<file path="src/rtl/program_counter_unit_if.sv">
// Next-PC / instruction-fetch bundle for program_counter_unit.
// The master side is the PC unit itself (it issues fetch requests);
// the slave side is the surrounding core / instruction memory.
// Optional macro PC_BRANCH_COUNT_EN adds the takenBranchCount signal.
interface program_counter_unit_if;
  logic        nextPCSource;
  logic [31:0] branchTarget;
  logic        pcStall;
  logic        fetchReady;
  logic        fetchReq;
  logic [31:0] pc;
  logic [31:0] pcPlus4;
  logic        misalignTrap;
  logic [31:0] excPC;
  logic [31:0] instrCount;
`ifdef PC_BRANCH_COUNT_EN
  logic [31:0] takenBranchCount;
`endif

  modport master (
    input  nextPCSource, branchTarget, pcStall, fetchReady,
    output fetchReq, pc, pcPlus4, misalignTrap, excPC, instrCount
`ifdef PC_BRANCH_COUNT_EN
    , output takenBranchCount
`endif
  );

  modport slave (
    output nextPCSource, branchTarget, pcStall, fetchReady,
    input  fetchReq, pc, pcPlus4, misalignTrap, excPC, instrCount
`ifdef PC_BRANCH_COUNT_EN
    , input takenBranchCount
`endif
  );
endinterface

</file>
<file path="src/rtl/program_counter_unit.sv">
// Program counter unit for the single-cycle core.
// Holds the architectural PC, selects PC+4 or the branch target coming from
// BranchUnit, drives instruction fetch with a req/ready handshake, traps on
// misaligned targets (one-cycle TRAP state, then resume at TRAP_VECTOR) and
// counts PC advances.
// Optional macro PC_BRANCH_COUNT_EN adds a taken-branch counter output.
module program_counter_unit #(
  parameter logic [31:0] RESET_VECTOR = 32'h0000_0000,
  parameter logic [31:0] TRAP_VECTOR  = 32'h0000_0100
) (
  input  logic                   clk,
  input  logic                   rst,
  program_counter_unit_if.master bus
);

  typedef enum logic [1:0] {
    BOOT = 2'd0,
    RUN  = 2'd1,
    TRAP = 2'd2
  } pcState_t;

  pcState_t    state, stateNext;
  logic [31:0] pcReg, pcNext;
  logic [31:0] excPCReg, excPCNext;
  logic [31:0] countReg, countNext;
  logic        fetchReqC;
  logic        trapC;
  logic        advance;
  logic        misaligned;
  logic        takenC;

  // 32-bit address/counter increment; wrap-around modulo 2^32 is intended.
  function automatic logic [31:0] addWrap(input logic [31:0] a, input logic [31:0] b);
    return a + b;
  endfunction

  assign misaligned = |bus.branchTarget[1:0];

  // State and architectural registers; all return to reset values immediately.
  always_ff @(posedge clk or posedge rst) begin
    if (rst) begin
      state    <= BOOT;
      pcReg    <= RESET_VECTOR;
      excPCReg <= 32'h0;
      countReg <= 32'h0;
    end else begin
      state    <= stateNext;
      pcReg    <= pcNext;
      excPCReg <= excPCNext;
      countReg <= countNext;
    end
  end

  // Next-state, next-PC and handshake decode; outputs depend on state only.
  always_comb begin
    stateNext = state;
    pcNext    = pcReg;
    excPCNext = excPCReg;
    countNext = countReg;
    fetchReqC = 1'b0;
    trapC     = 1'b0;
    advance   = 1'b0;
    takenC    = 1'b0;
    case (state)
      BOOT: begin
        stateNext = RUN;
      end
      RUN: begin
        fetchReqC = 1'b1;
        // pcStall dominates: a stalled cycle never advances, ready or not.
        advance   = fetchReqC & bus.fetchReady & ~bus.pcStall;
        if (advance) begin
          if (!bus.nextPCSource) begin
            pcNext    = addWrap(pcReg, 32'd4);
            countNext = addWrap(countReg, 32'd1);
          end else if (!misaligned) begin
            pcNext    = bus.branchTarget;
            countNext = addWrap(countReg, 32'd1);
            takenC    = 1'b1;
          end else begin
            // Faulting branch: keep pc, remember who faulted, do not count.
            excPCNext = pcReg;
            stateNext = TRAP;
          end
        end
      end
      TRAP: begin
        trapC     = 1'b1;
        pcNext    = TRAP_VECTOR;
        stateNext = RUN;
      end
      default: begin
        stateNext = BOOT;
      end
    endcase
  end

`ifdef PC_BRANCH_COUNT_EN
  logic [31:0] takenReg;

  // Taken-branch counter: aligned taken branches only, wraps silently.
  always_ff @(posedge clk or posedge rst) begin
    if (rst) begin
      takenReg <= 32'h0;
    end else if (takenC) begin
      takenReg <= addWrap(takenReg, 32'd1);
    end
  end

  assign bus.takenBranchCount = takenReg;
`else
  logic unusedTaken;
  assign unusedTaken = takenC;
`endif

  assign bus.fetchReq     = fetchReqC;
  assign bus.misalignTrap = trapC;
  assign bus.pc           = pcReg;
  assign bus.pcPlus4      = addWrap(pcReg, 32'd4);
  assign bus.excPC        = excPCReg;
  assign bus.instrCount   = countReg;

endmodule

</file>
<file path="src/flat_wrapper.sv">
// flat-port wrapper written by rule: the top's interface ports become plain ports
module program_counter_unit_flat 
#(
  parameter logic [31:0] RESET_VECTOR = 32'h0000_0000,
  parameter logic [31:0] TRAP_VECTOR  = 32'h0000_0100
)
  (clk, rst, bus_nextPCSource, bus_branchTarget, bus_pcStall, bus_fetchReady, bus_fetchReq, bus_pc, bus_pcPlus4, bus_misalignTrap, bus_excPC, bus_instrCount);
  program_counter_unit_if bus_i ();
  input  logic clk;
  input  logic rst;
  input wire logic [$bits(bus_i.nextPCSource)-1:0] bus_nextPCSource;
  input wire logic [$bits(bus_i.branchTarget)-1:0] bus_branchTarget;
  input wire logic [$bits(bus_i.pcStall)-1:0] bus_pcStall;
  input wire logic [$bits(bus_i.fetchReady)-1:0] bus_fetchReady;
  output wire logic [$bits(bus_i.fetchReq)-1:0] bus_fetchReq;
  output wire logic [$bits(bus_i.pc)-1:0] bus_pc;
  output wire logic [$bits(bus_i.pcPlus4)-1:0] bus_pcPlus4;
  output wire logic [$bits(bus_i.misalignTrap)-1:0] bus_misalignTrap;
  output wire logic [$bits(bus_i.excPC)-1:0] bus_excPC;
  output wire logic [$bits(bus_i.instrCount)-1:0] bus_instrCount;
  assign bus_i.nextPCSource = bus_nextPCSource;
  assign bus_i.branchTarget = bus_branchTarget;
  assign bus_i.pcStall = bus_pcStall;
  assign bus_i.fetchReady = bus_fetchReady;
  assign bus_fetchReq = bus_i.fetchReq;
  assign bus_pc = bus_i.pc;
  assign bus_pcPlus4 = bus_i.pcPlus4;
  assign bus_misalignTrap = bus_i.misalignTrap;
  assign bus_excPC = bus_i.excPC;
  assign bus_instrCount = bus_i.instrCount;
  program_counter_unit #(.RESET_VECTOR(RESET_VECTOR), .TRAP_VECTOR(TRAP_VECTOR)) u_core (.clk(clk), .rst(rst), .bus(bus_i));
endmodule
</file>
<file path="config.mk">
export PLATFORM = sky130hd
export DESIGN_NAME = program_counter_unit_flat
export DESIGN_NICKNAME = d
export VERILOG_FILES = /design/src/rtl/program_counter_unit_if.sv /design/src/rtl/program_counter_unit.sv /design/src/flat_wrapper.sv
export SDC_FILE = /design/constraint.sdc
export NUM_CORES = 1
export LEC_CHECK = 0
export ABC_AREA = 1
export CORE_ASPECT_RATIO = 1.5
export CORE_MARGIN = 5
export CORE_UTILIZATION = 43
export DETAILED_ROUTE_END_ITERATION = 10
export GPL_TIMING_DRIVEN = 1
export HOLD_SLACK_MARGIN = 0.02
export PLACE_DENSITY_LB_ADDON = 0.3
export REMOVE_ABC_BUFFERS = 1
export SYNTH_ARGS = -nofsm -noshare
export SYNTH_HDL_FRONTEND = slang
export SYNTH_SLANG_ARGS = --single-unit
</file>
<file path="constraint.sdc">
create_clock -name clk -period 3.4 [get_ports clk]
set_input_delay 0.85 -clock clk [delete_from_list [all_inputs] [get_ports clk]]
set_output_delay 0.85 -clock clk [all_outputs]
set_load 0.01 [all_outputs]
</file>
==> run summary <==
========================================================================================
Routed wire per std cell                                                        15.63 µm
Clock slew at reported path FFs                                                    70 ps
Count of placed standard cells including taps                                       1098
Cell Int Power                                                                  3.624 mW
Clock latency on the worst-skew pair                                              340 ps
Final WL                                                                        17410 µm
CTS root buffer                                                             sky130_fd_sc_hd__clkbuf_16
Crit-path max FO                                                                       5
Antenna Violating Nets Remaining                                                       0
Worst-Margin Slew                                                               704.5 ps
CTS tree                                                                           built
Largest net degree at the start of global routing                                     55
Slowest CP cell                                                             sky130_fd_sc_hd__clkdlybuf4s50_1
Combined buffer and inverter count along the critical path                             1
1st-iter DRT viols                                                                   222
Die extent in x                                                                 103.5 µm
Half-perimeter wire length after detailed placement                             13290 µm
Clock tree buffer depth                                                                2
Mean post-synth cell area                                                      7.168 µm²
Post-synthesis async set-or-reset flop share                                       1.000
Category of the most critical setup path                                    register to output port
Setup slack of the worst register-to-register path                               1330 ps
Worst clock skew on the final layout                                            5.727 ps
Sequential-to-total area share from yosys stat                                    0.4353
Max IR drop VDD                                                                0.4756 mV
Most instantiated flip-flop cell in the synthesis netlist                   sky130_fd_sc_hd__dfrtp_1
Cell depth of the worst flop-to-flop path                                              7
Cell type with the largest total area after synthesis                       sky130_fd_sc_hd__dfrtp_1
Stages on worst setup path                                                             8
Register share of total power                                                      0.342
Cell variety after synth                                                              30
Startpoint of the worst register-to-register path                           u_core.state[0]
Switching share of power                                                          0.3888
F_max                                                                         0.3104 GHz
Kind of end point of the critical path                                       output port
Leakage power of the design                                                     3.481 nW
Timing startpoint of the critical path                                      u_core.bus.pc[3]
Logic pwr share                                                                    0.471
Syn-to-layout area delta                                                          38.33%
Run status                                                                  finished clean
Initial antenna violation count                                                        0
Most frequent cell after synthesis                                          sky130_fd_sc_hd__nand2_1
Floorplan row count                                                                   51
Total of max-cap violations                                                            0
DRC errors left                                                                        0
Top Family by Delay on Critical Path                                        simple AND/OR/NAND/NOR gates
Routability cong.                                                                 0.9391
Syn Std Cell Area                                                           0.005634 mm²
Crit path required time                                                          2550 ps
Total setup violations reported at the end of the flow                                 0
Worst Setup Slack, final                                                        177.9 ps
Last element of the critical path                                           bus_pcPlus4[24]
Max H-tree Level                                                                       3
Power per cell area                                                         760.6 mW/mm²
EDFF count, synth                                                                      0
Number of top-level pins                                                             167
Area enclosed by the die boundary                                            0.01554 mm²
Crit path DAT                                                                    2370 ps
Starting density of the core                                                      0.4349
Count of inserted antenna diode cells                                                  0
Slew headroom                                                                     0.5292
Layout fillers                                                                      1215
TritonCTS sink count                                                                  98
Number of search-and-repair iterations in the first detailed-routing pass              4
Leading cell types by total area after synthesis                            sky130_fd_sc_hd__dfrtp_1, sky130_fd_sc_hd__nand2_1, sky130_fd_sc_hd__nor2_1
RSZ-0062 raised after global routing                                                  no
Largest stage delay on the critical path                                          540 ps
Vias post-DR                                                                        5572
Final core utilization                                                            0.6017
Top cell type's share of synthesized area                                         0.4353
Total overflow reported by the global router                                           0
Port Buffer Count                                                                    166
Total number of yosys warnings                                                         0
Kind of path behind the tightest hold check                                 register to register
Instance area at placement                                                  0.007468 mm²
Final period util                                                                 0.9477
Critical Path, Cell by Cell                                                 ha_1 > nand2_1 > nor2_4 > nand3_1 > nor2_4 > nand3_1 > nand2_1 > clkdlybuf4s50_1
Proportion of power drawn by the clock network                                     0.187
Die height                                                                      150.2 µm
Final critical-path required period                                              3222 ps
Wire length of the first global-routing pass                                    28030 µm
Placeable core area                                                          0.01295 mm²
Final hold violation count                                                             0
Post-synthesis instance total                                                        786
Count of placed standard cells in the final layout, fillers left out                1114
Max-slew violation count                                                               0
Post-placement worst setup slack                                                500.0 ps
Number of synthesized register bits                                                   98
Endpoint of the lowest-slack register-to-register path                      u_core.bus.pc[27]
Top post-synthesis cells by count                                           sky130_fd_sc_hd__nand2_1, sky130_fd_sc_hd__dfrtp_1, sky130_fd_sc_hd__nor2_1, sky130_fd_sc_hd__nand3_1, sky130_fd_sc_hd__inv_1
Global-route usage over all layers                                                0.2325
Sort of element at the start of the critical path                               register
Share of cells above drive strength 1                                            0.05026
Via density                                                                        5.002
Clock buffer count from CTS                                                            9
Summed area of non-filler cells in the final layout                         0.007794 mm²
Net total in the final layout                                                        993
Total net switching power                                                       2.305 mW
Via count of the first global-routing pass                                          5533
========================================================================================
==> registers in the layout (all words and copies together), names as in the netlist <==
register,cells
u_core.bus.instrCount,32
u_core.state,2
u_core.bus.excPC,32
u_core.bus.pc,32
==> worst register-to-register path, stage by stage (launching register included) <==
cell and delay [ps]:
sky130_fd_sc_hd__dfrtp_1 380, sky130_fd_sc_hd__inv_1 80, sky130_fd_sc_hd__ha_1 290, sky130_fd_sc_hd__nor2_1 280
sky130_fd_sc_hd__inv_1 120, sky130_fd_sc_hd__nor2_4 580, sky130_fd_sc_hd__nand3_1 180, sky130_fd_sc_hd__nand2_1 100
==> timing repair <==
action / CTS / global route
resized for setup: 0 / 2
hold buffers: 0 / 0
buffers inserted: 0 / 0
endpoints found under the setup margin: 0 / 4
==> routing by layer <==
layer  part of all wire  track usage  vias up
li1                   -            -     2778
met1               0.37       0.2590     2559
met2               0.52       0.4100      194
met3              0.076      0.06676       41
met4              0.032      0.08944        0
met5                  0            0        -
==> through the flow <==
step	total power [mW]	TNS [ps]	hold slack [ps]
floorplan	3.194	-1183	518.7
global placement	4.814	0	465.4
detailed placement	4.845	0	472.6
CTS	5.983	0	490.0
global route	6.323	0	504.3
finish	5.928	0	488.0
==> how the worst min path moves through the flow <==
stage                         start              endpoint  slack [ps]  cells after the start
2_1_floorplan   u_core.bus.excPC[0]   u_core.bus.excPC[0]         520                      2
3_3_place_gp   u_core.bus.excPC[27]  u_core.bus.excPC[27]         470                      2
3_5_place_dp    u_core.bus.excPC[5]   u_core.bus.excPC[5]         470                      2
4_1_cts         u_core.bus.excPC[5]   u_core.bus.excPC[5]         490                      2
5_1_grt         u_core.bus.excPC[8]   u_core.bus.excPC[8]         500                      1
6_report       u_core.bus.excPC[26]  u_core.bus.excPC[26]         490                      2
==> cells by family (layout without fill, tap and decap cells) <==
logic type,after synthesis,count (layout),synth area share
simple gates,522,522,0.3895
flops,98,98,0.4353
buf+inv,84,253,0.05974
compound gates,38,38,0.03686
xor+xnor,27,27,0.04331
mux,11,11,0.02199
fa+ha+maj,6,6,0.01332
==> area by class of cell <==
type	count	area, µm²	share of cell area
Clock buffer	10	229.0	0.02938
Clock inverter	6	91.34	0.01172
Inverter	64	242.7	0.03114
Multi-Input combinational cell	604	2850	0.3657
Sequential cell	98	2452	0.3147
Tap cell	159	198.9	0.02553
Timing Repair Buffer	173	1729	0.2219
==> layout by cell type, fill, tap and decap left out, types with 7 or more instances in the layout <==
cell type and count:
sky130_fd_sc_hd__nor2_1 96, sky130_fd_sc_hd__inv_1 62, sky130_fd_sc_hd__clkdlybuf4s50_1 165, sky130_fd_sc_hd__nand2_1 317, sky130_fd_sc_hd__clkbuf_16 9, sky130_fd_sc_hd__nand3_1 70
sky130_fd_sc_hd__dfrtp_1 98, sky130_fd_sc_hd__xor2_1 21, sky130_fd_sc_hd__o21ai_0 31, sky130_fd_sc_hd__nand3b_1 13, sky130_fd_sc_hd__mux2_1 7
==> power by group through the flow <==
stage	clock [mW]	combinational, mW	sequential [mW]
6_report	1.11	2.79	2.03
5_1_grt	1.19	3.05	2.09
4_1_cts	1.13	2.83	2.02
3_5_place_dp	0	2.81	2.03
3_3_place_gp	0	2.79	2.02
2_1_floorplan	0	1.08	2.12
(Power assumes the default switching activity.)
